<file path="config.mk">
export PLATFORM = sky130hd
export DESIGN_NAME = fetch_unit
export DESIGN_NICKNAME = d
export VERILOG_FILES = /design/src/rtl/fetch_unit.sv
export SDC_FILE = /design/constraint.sdc
export NUM_CORES = 1
export LEC_CHECK = 0
export BUFFER_PORTS_ARGS = -buffer_cell sky130_fd_sc_hd__buf_2
export CELL_PAD_IN_SITES_DETAIL_PLACEMENT = 1
export CELL_PAD_IN_SITES_GLOBAL_PLACEMENT = 1
export CORE_ASPECT_RATIO = 1.5
export CORE_UTILIZATION = 36
export CTS_CLUSTER_SIZE = 10
export DETAILED_ROUTE_END_ITERATION = 7
export HOLD_SLACK_MARGIN = 0.02
export PLACE_DENSITY_LB_ADDON = 0.15
export SYNTH_ARGS = -nofsm -noshare
export SYNTH_HDL_FRONTEND = slang
export SYNTH_SLANG_ARGS = --single-unit
</file>
<file path="constraint.sdc">
create_clock -name clk -period 2.3 [get_ports clk]
set_input_delay 0.46 -clock clk [delete_from_list [all_inputs] [get_ports clk]]
set_output_delay 0.46 -clock clk [all_outputs]
set_load 0.1 [all_outputs]
</file>
<file path="src/rtl/fetch_unit.sv">
// fetch_unit: two-state instruction fetch FSM; FETCH_TIMEOUT_EN adds a bounded mem_ack wait
module fetch_unit #(
    parameter int ADDR_WIDTH     = 16,
    parameter int INSTR_WIDTH    = 16,
    parameter int RESET_PC       = 0,
    parameter int TIMEOUT_CYCLES = 15,
    localparam int NIB_WIDTH     = 4
) (
    input  logic                   clk,
    input  logic                   reset,
    input  logic                   do_fetch,
    input  logic                   do_next,
    input  logic                   jump_en,
    input  logic [ADDR_WIDTH-1:0]  jump_target,
    output logic                   mem_req,
    output logic [ADDR_WIDTH-1:0]  mem_addr,
    input  logic                   mem_ack,
    input  logic [INSTR_WIDTH-1:0] mem_rdata,
    output logic [INSTR_WIDTH-1:0] instr,
    output logic [NIB_WIDTH-1:0]   opcode,
    output logic [ADDR_WIDTH-1:0]  pc,
    output logic                   busy,
    output logic                   fetch_done,
    output logic                   fetch_err
);
    typedef enum logic {IDLE, WAIT} state_t;

    state_t                 state_q, state_d;
    logic [ADDR_WIDTH-1:0]  pc_q, pc_d, mem_addr_q, mem_addr_d;
    logic [INSTR_WIDTH-1:0] instr_q, instr_d;
    logic                   mem_req_q, mem_req_d, done_q, done_d, err_q, err_d;
    logic                   timeout;

`ifdef FETCH_TIMEOUT_EN
    localparam int CW = $clog2(TIMEOUT_CYCLES + 1);
    logic [CW-1:0] cnt_q, cnt_d;
    assign timeout = (state_q == WAIT) && (cnt_q == CW'(TIMEOUT_CYCLES - 1));
    assign cnt_d   = (state_q == WAIT && !mem_ack) ? cnt_q + CW'(1) : '0;
    always_ff @(posedge clk) begin
        if (reset) cnt_q <= '0;
        else       cnt_q <= cnt_d;
    end
`else
    logic unused_timeout;
    assign unused_timeout = (TIMEOUT_CYCLES != 0);
    assign timeout        = 1'b0;
`endif

    always_comb begin
        state_d    = state_q;
        pc_d       = do_next ? (jump_en ? jump_target : pc_q + ADDR_WIDTH'(1)) : pc_q;
        instr_d    = instr_q;
        mem_req_d  = mem_req_q;
        mem_addr_d = mem_addr_q;
        done_d     = 1'b0;
        err_d      = err_q;
        if (state_q == IDLE) begin
            if (do_fetch) begin
                state_d    = WAIT;
                mem_req_d  = 1'b1;
                mem_addr_d = pc_q;
            end
        end else begin
            if (do_fetch) err_d = 1'b1;
            if (mem_ack || timeout) begin
                state_d   = IDLE;
                mem_req_d = 1'b0;
                done_d    = 1'b1;
                instr_d   = mem_ack ? mem_rdata : '0;
                if (!mem_ack) err_d = 1'b1;
            end
        end
    end

    always_ff @(posedge clk) begin
        if (reset) begin
            state_q    <= IDLE;
            pc_q       <= ADDR_WIDTH'(RESET_PC);
            instr_q    <= '0;
            mem_req_q  <= 1'b0;
            mem_addr_q <= '0;
            done_q     <= 1'b0;
            err_q      <= 1'b0;
        end else begin
            state_q    <= state_d;
            pc_q       <= pc_d;
            instr_q    <= instr_d;
            mem_req_q  <= mem_req_d;
            mem_addr_q <= mem_addr_d;
            done_q     <= done_d;
            err_q      <= err_d;
        end
    end

    assign mem_req    = mem_req_q;
    assign mem_addr   = mem_addr_q;
    assign instr      = instr_q;
    assign opcode     = instr_q[INSTR_WIDTH-1 -: NIB_WIDTH];
    assign pc         = pc_q;
    assign busy       = (state_q == WAIT);
    assign fetch_done = done_q;
    assign fetch_err  = err_q;
endmodule
</file>
==> results of run 1 <==
==> power by group <==
| part | internal [mW] | switching (mW) |
|---|---|---|
| logic | 0.106 | 0.432 |
| clock network | 0.207 | 0.304 |
| registers | 0.942 | 0.0456 |
==> cells by family after synthesis <==
| logic type | Yosys count |
|---|---|
| AND/OR/NAND/NOR | 86 |
| AO/OA/AOI/OAI | 83 |
| flip-flops | 52 |
| buffers and inverters | 29 |
| multiplexers | 4 |
| adder cells (fa/ha/maj) | 1 |
==> state kept, by name, indices dropped and copies added (netlist names) <==
signal,cells
mem_req,1
fetch_err,1
busy,1
mem_addr,16
pc,16
instr,16
fetch_done,1
==> final cells by class <==
class                      count  share of cell area, %
clock buffer                   5                   2.47
clock inverter                 2                  0.450
inverter                       6                  0.810
multi-input combinational    174                   36.9
sequential                    52                   37.5
tap                           72                   3.24
timing repair buffer         100                   18.6
==> path summary, 6_finish.rpt <==
check                                           endpoint  depth (start not counted)                      from  slack [ns]
worst max register to register       pc[12]$_SDFFE_PP0P_                          5        pc[0]$_SDFFE_PP0P_        0.57
worst min register to register  mem_addr[9]$_SDFFE_PP0P_                          2  mem_addr[9]$_SDFFE_PP0P_        0.46
worst max-delay path                               pc[4]                          1        pc[4]$_SDFFE_PP0P_        0.48
worst min-delay path              instr[12]$_SDFFE_PP0P_                          2             mem_rdata[12]        0.36
==> metal layers <==
metal | part of all wire, % | wire (um) | vias to the layer above
li1 | - | - | 1077
met1 | 41 | 2520 | 1015
met2 | 52 | 3190 | 70
met3 | 5.9 | 361 | 5
met4 | 1.0 | 62 | 0
met5 | 0 | 0 | -
==> cells in the mapped netlist, types with 3 or more instances <==
library cell,instances
dfxtp_1,52
nand2_1,42
a21oi_1,32
a22o_1,16
clkbuf_1,14
nor2_1,12
nand3_1,7
o21ai_0,7
a31oi_1,6
inv_1,6
buf_4,5
a211oi_1,4
and3_1,4
mux2i_1,4
nand2b_1,3
nand4_1,3
o21a_1,3
or4_1,3
==> through the flow <==
step / power (mW) / utilization [%] / cell area [um^2] / worst slack, ns / hold slack, ns
finish: 2.04 / 47.4 / 2780 / 0.476 / 0.364
global route: 2.13 / 47.4 / 2780 / 0.408 / 0.351
CTS: 2.06 / 47.4 / 2780 / 0.461 / 0.357
detailed placement: 1.55 / 46.0 / 2700 / 0.554 / 0.448
global placement: 1.55 / 46.0 / 2700 / 0.614 / 0.441
floorplan: 1.44 / - / 2210 / 0.0209 / 0.570
==> cells in the final DEF, fill, tap and decap left out, types with 5 or more instances in the layout <==
cell type,instances
dfxtp_1,50
nand3_1,7
a22o_1,16
a21oi_1,32
o21ai_0,7
nor2_1,12
buf_4,7
nand2_1,42
buf_2,93
clkbuf_8,5
inv_1,6
a31oi_1,6
==> impl_metrics.tcl, run 1 <==
set metrics [dict create \
    grtUsageMet3_pct 4.56 \
    multi_input_comb_area_um2 1030 \
    wirelength_um 6140 \
    hold_violations 0 \
    antenna_found_initial 0 \
    first_pass_iters 4 \
    core_um2 5870 \
    worstPathMaxFanout 10 \
    synth_xor_xnor_area_share_pct 0 \
    cp.arrival_ns 1.36 \
    dp_hpwl_um 4570 \
    drv_slew 0 \
    cp-end-kind "output pin" \
    drtAntennaViolNets 0 \
    synth_nets 294 \
    synth-simple-area-share_pct 19.3 \
    crit_path_max_incr_delay_ns 0.55 \
    num_rows 34 \
    ios 94 \
    syn_area_per_cell_um2 8.64 \
    grtUsageTotal_pct 20.0 \
    final_cells 411 \
    grt_pass1_vias 2153 \
    synthMuxAreaShare_pct 1.82 \
    diodes 0 \
    numCtsBuffers 5 \
    dp.cells 404 \
    area_growth_pct 26.2 \
    period_share_pct 79.3 \
    synth_compound_gate_area_share_pct 24.9 \
    die_y_um 97.8 \
    start_util_pct 37.5 \
    wire_per_inst_um 14.9 \
    syn_inst 255 \
    ir_drop_v 0.000371 \
    cts_sinks 52 \
    path_class "reg -> out" \
    crit_family "flip-flops" \
    vias 2167 \
    netlist_area_um2 2200 \
    start_kind "flop" \
    grt_pass1_wl_um 10000 \
    cts_tree "built" \
    crit_buf_inv 1 \
    cts_hold_buf 0 \
    outcome "finished clean" \
    synth_top_area_cell "dfxtp_1" \
    drv_cap 0 \
    clock_latency_ns 0.30 \
    fill_cells 746 \
    ys.flop_type "dfxtp_1" \
    async_flop_share_pct 0 \
    period_needed_ns 1.82 \
    root_buffer "clkbuf_8" \
    fin_skew_ns 0.00488 \
    synth_top_area_share_pct 47.2 \
    ys_types 44 \
    viasPerCell 5.27 \
    tightest_slew_ns 0.643 \
    hp-class "in -> reg" \
    setup_violations 0 \
    path_cells "buf_2" \
    cts.clk_slew.worst_paths_ns 0.10 \
    die_area_um2 6440 \
    synth.area.top_cells "dfxtp_1, a21oi_1, nand2_1, a22o_1, clkbuf_1" \
    use_met2_pct 35.8 \
    cpMaxStageDelayCell "dfxtp_1" \
    relSlewSlack_pct 57.1 \
    global_route.usage.met1_pct 22.9 \
    p_leak_nw 1.26 \
    post_cts_resized 0 \
    synth_top_family_by_area "compound AO/OA/AOI/OAI gates" \
    yosys_warnings 0 \
    nNetsFinal 378 \
    grt_start_max_net_pins 22 \
    synth_enable_flop_cells 0 \
    required_ns 1.84 \
    die_w_um 65.9 \
    post_cts_buffers 0 \
    busiest_layer "met2" \
    power_density_nw_per_um2 732 \
    finalSetupTns_ns 0 \
    yosys.area_share.adder_pct 0.568 \
    synth-seq-cells 52 \
    drcViolationCount 0 \
    htreeDepth 2 \
    gp_congestion 0.742 \
    io_buffer_count 93 \
    clock.fmax_mhz 548 \
    rsz0062_at_grt "false" \
    clockBufferDepth 2 \
    drtIter0Drc 68 \
    seq_area_um2 1040 \
    layout-drive-gt1-share_pct 33.6 \
    grt_overflow 0 \
    yosysSeqAreaShare_pct 47.2 \
]
Power figures use the tool's default switching activity.
==> run 2, diff against run 1 <==
--- a/config.mk
+++ b/config.mk
@@ -5,11 +5,12 @@
 export SDC_FILE = /design/constraint.sdc
 export NUM_CORES = 1
 export LEC_CHECK = 0
+export ABC_AREA = 1
 export BUFFER_PORTS_ARGS = -buffer_cell sky130_fd_sc_hd__buf_2
 export CELL_PAD_IN_SITES_DETAIL_PLACEMENT = 1
 export CELL_PAD_IN_SITES_GLOBAL_PLACEMENT = 1
 export CORE_ASPECT_RATIO = 1.5
-export CORE_UTILIZATION = 36
+export CORE_UTILIZATION = 30
 export CTS_CLUSTER_SIZE = 10
 export DETAILED_ROUTE_END_ITERATION = 7
 export HOLD_SLACK_MARGIN = 0.02
==> constraint.sdc (replaced) <==
create_clock -name clk -period 1.54 [get_ports clk]
set_input_delay 0.308 -clock clk [delete_from_list [all_inputs] [get_ports clk]]
set_output_delay 0.308 -clock clk [all_outputs]
set_load 0.1 [all_outputs]
==> run 2 against run 1 <==
- sequential share of layout area shrank 3.0 points
- clock skew grew 0.0035 ns
- synthesized cell count grew 30%
- design area grew 11%
- via count grew 14%
- setup slack lost 0.39 ns
- register-to-register slack lost 0.40 ns
- worst hold slack lost 0.16 ns
- highest routed layer unchanged
- routed wire length grew 19%
==> impl_metrics.tcl, run 2 <==
set metrics [dict create \
    outcome "finished clean" \
    cts_sinks 52 \
    io_buffer_count 93 \
    synth_commonest_cells "nand2_1, dfxtp_1, nor2_1, a21oi_1, nand3_1" \
    drtAntennaViolNets 0 \
    synth_nets 370 \
    ios 94 \
    post_cts_resized 0 \
    diodes 0 \
    area_growth_pct 30.3 \
    setup_violations 0 \
    post_cts_buffers 0 \
    async_flop_share_pct 0 \
    layout-drive-gt1-share_pct 34.2 \
    num_rows 39 \
    wirelength_um 7290 \
    start_kind "flop" \
    netlist_area_um2 2380 \
    synth_top_area_cell "dfxtp_1" \
    cts_tree "built" \
    hold_depth 3 \
    power.total_mw 3.83 \
    die_y_um 111 \
    drcViolationCount 0 \
    period_needed_ns 1.45 \
    core_um2 7660 \
    worstPathMaxFanout 6 \
    seq_area_um2 1070 \
    start_util_pct 31.1 \
    drtIter0Drc 77 \
    die_w_um 74.7 \
    ys_types 28 \
    ys.flop_type "dfxtp_1" \
    multi_input_comb_area_um2 1080 \
    fill_cells 1008 \
    antenna_found_initial 0 \
    cp-end-kind "output pin" \
    die_area_um2 8300 \
    final_cell_mix "buf_2, nand2_1, nor2_1, a21oi_1, dfxtp_1" \
    nNetsFinal 456 \
    htreeDepth 2 \
    relSlewSlack_pct 66.1 \
    wire_per_inst_um 14.0 \
    grtUsageTotal_pct 18.5 \
    cts.clk_slew.worst_paths_ns 0.07 \
    drv_slew 0 \
    gp_congestion 0.816 \
    viasPerCell 4.76 \
    synth_enable_flop_cells 0 \
    r2r-end "pc[14]$_SDFFE_PP0P_" \
    clockBufferDepth 2 \
    final_common_cell "buf_2" \
    clock_latency_ns 0.29 \
    period_share_pct 94.2 \
    hold_violations 0 \
    dp_hpwl_um 5520 \
    cpMaxStageDelayCell "buf_2" \
    yosysSeqAreaShare_pct 43.7 \
    numCtsBuffers 5 \
    hold_end "instr[0]$_SDFFE_PP0P_" \
    first_pass_iters 4 \
    crit_family "buffers and inverters" \
    root_buffer "clkbuf_16" \
    grt_pass1_vias 2452 \
    p_leak_nw 1.51 \
    crit_buf_inv 1 \
    placed_area_um2 2940 \
    path_class "reg -> out" \
    synth.most_common_cell "nand2_1" \
    fin_skew_ns 0.00833 \
    finalSetupTns_ns 0 \
    cp.depth 1 \
    required_ns 1.23 \
    r2r_cells 8 \
    syn_area_per_cell_um2 7.19 \
    tightest_slew_ns 0.511 \
    clock.fmax_mhz 690 \
    syn_inst 331 \
    synth.area.top_cells "dfxtp_1, nand2_1, a21oi_1, nand3_1, nor2_1" \
    design_area_um2 3100 \
    ir_drop_v 0.000453 \
    synth_top_area_share_pct 43.7 \
    cp.arrival_ns 1.14 \
    grt_overflow 0 \
    crit-reg2reg-launch "pc[1]$_SDFFE_PP0P_" \
    grt_start_max_net_pins 34 \
    vias 2476 \
    hp-class "in -> reg" \
    yosys_warnings 0 \
    rsz0062_at_grt "false" \
    hp-start "mem_rdata[0]" \
    path_cells "buf_2" \
    grt_pass1_wl_um 11700 \
    synth-seq-cells 52 \
    drv_cap 0 \
    power_density_nw_per_um2 1230 \
    regToRegSetupSlack_ns 0.17 \
    crit_path_max_incr_delay_ns 0.45 \
    cts_hold_buf 0 \
]
run 2: cell count changes in the layout (fill, tap and decap cells not counted), sizes merged, moves of 4 or more:
cell   before  now
o21ai       7   25
and3        5    0
inv         6   27
a22o       16    0
nor2       12   42
nand3       7   32
nand2      42   81
a31oi       6    0
mux2i       4    0
run 2: final cells by class:
cell class / instances / area share (%)
sequential: 52 / 34.5
clock buffer: 6 / 4.16
timing repair buffer: 100 / 17.9
multi-input combinational: 231 / 34.9
inverter: 27 / 3.27
tap: 102 / 4.12
clock inverter: 2 / 1.13
run 2: per-layer routing:
metal / up-vias / GRT usage, % / part of all wire (%) / wire [um]
li1: 1241 / - / - / -
met5: - / 0 / 0 / 0
met1: 1157 / 21.1 / 42 / 3030
met3: 10 / 3.18 / 4.3 / 310
met4: 0 / 7.42 / 2.4 / 174
met2: 68 / 32.9 / 52 / 3780
run 2: how the worst max path moves through the flow:
stage                                to          startpoint  slack [ns]
global route        pc[10]$_SDFFE_PP0P_  pc[1]$_SDFFE_PP0P_        0.04
detailed placement  pc[14]$_SDFFE_PP0P_  pc[1]$_SDFFE_PP0P_        0.16
CTS                               pc[3]  pc[3]$_SDFFE_PP0P_        0.07
floorplan           pc[15]$_SDFFE_PP0P_  pc[9]$_SDFFE_PP0P_        0.01
finish                            pc[2]  pc[2]$_SDFFE_PP0P_        0.09
global placement    pc[14]$_SDFFE_PP0P_  pc[1]$_SDFFE_PP0P_        0.20
run 2: power breakdown:
group | leakage (nW) | internal, mW | switching, mW
Sequential | 0.435 | 1.44 | 0.0668
Clock | 0.0808 | 0.765 | 0.498
Combinational | 0.993 | 0.188 | 0.871
Total | 1.51 | 2.39 | 1.44
run 2: kinds of logic after synthesis:
group	Yosys count	synth area share, %
and+or+nand+nor	165	30.5
AOI/OAI and AO/OA	65	14.4
DFF	52	43.7
buffers and inverters	48	10.8
adders and majority gates	1	0.526
run 2: through the flow:
step / util (%) / setup WS (ns) / instances / hold slack, ns
floorplan: - / 0.0144 / 331 / 0.379
global placement: 38.3 / 0.195 / 512 / 0.454
detailed placement: 38.3 / 0.165 / 512 / 0.459
CTS: 40.5 / 0.0691 / 520 / 0.197
global route: 40.5 / 0.0369 / 520 / 0.206
finish: 40.5 / 0.0898 / 520 / 0.208
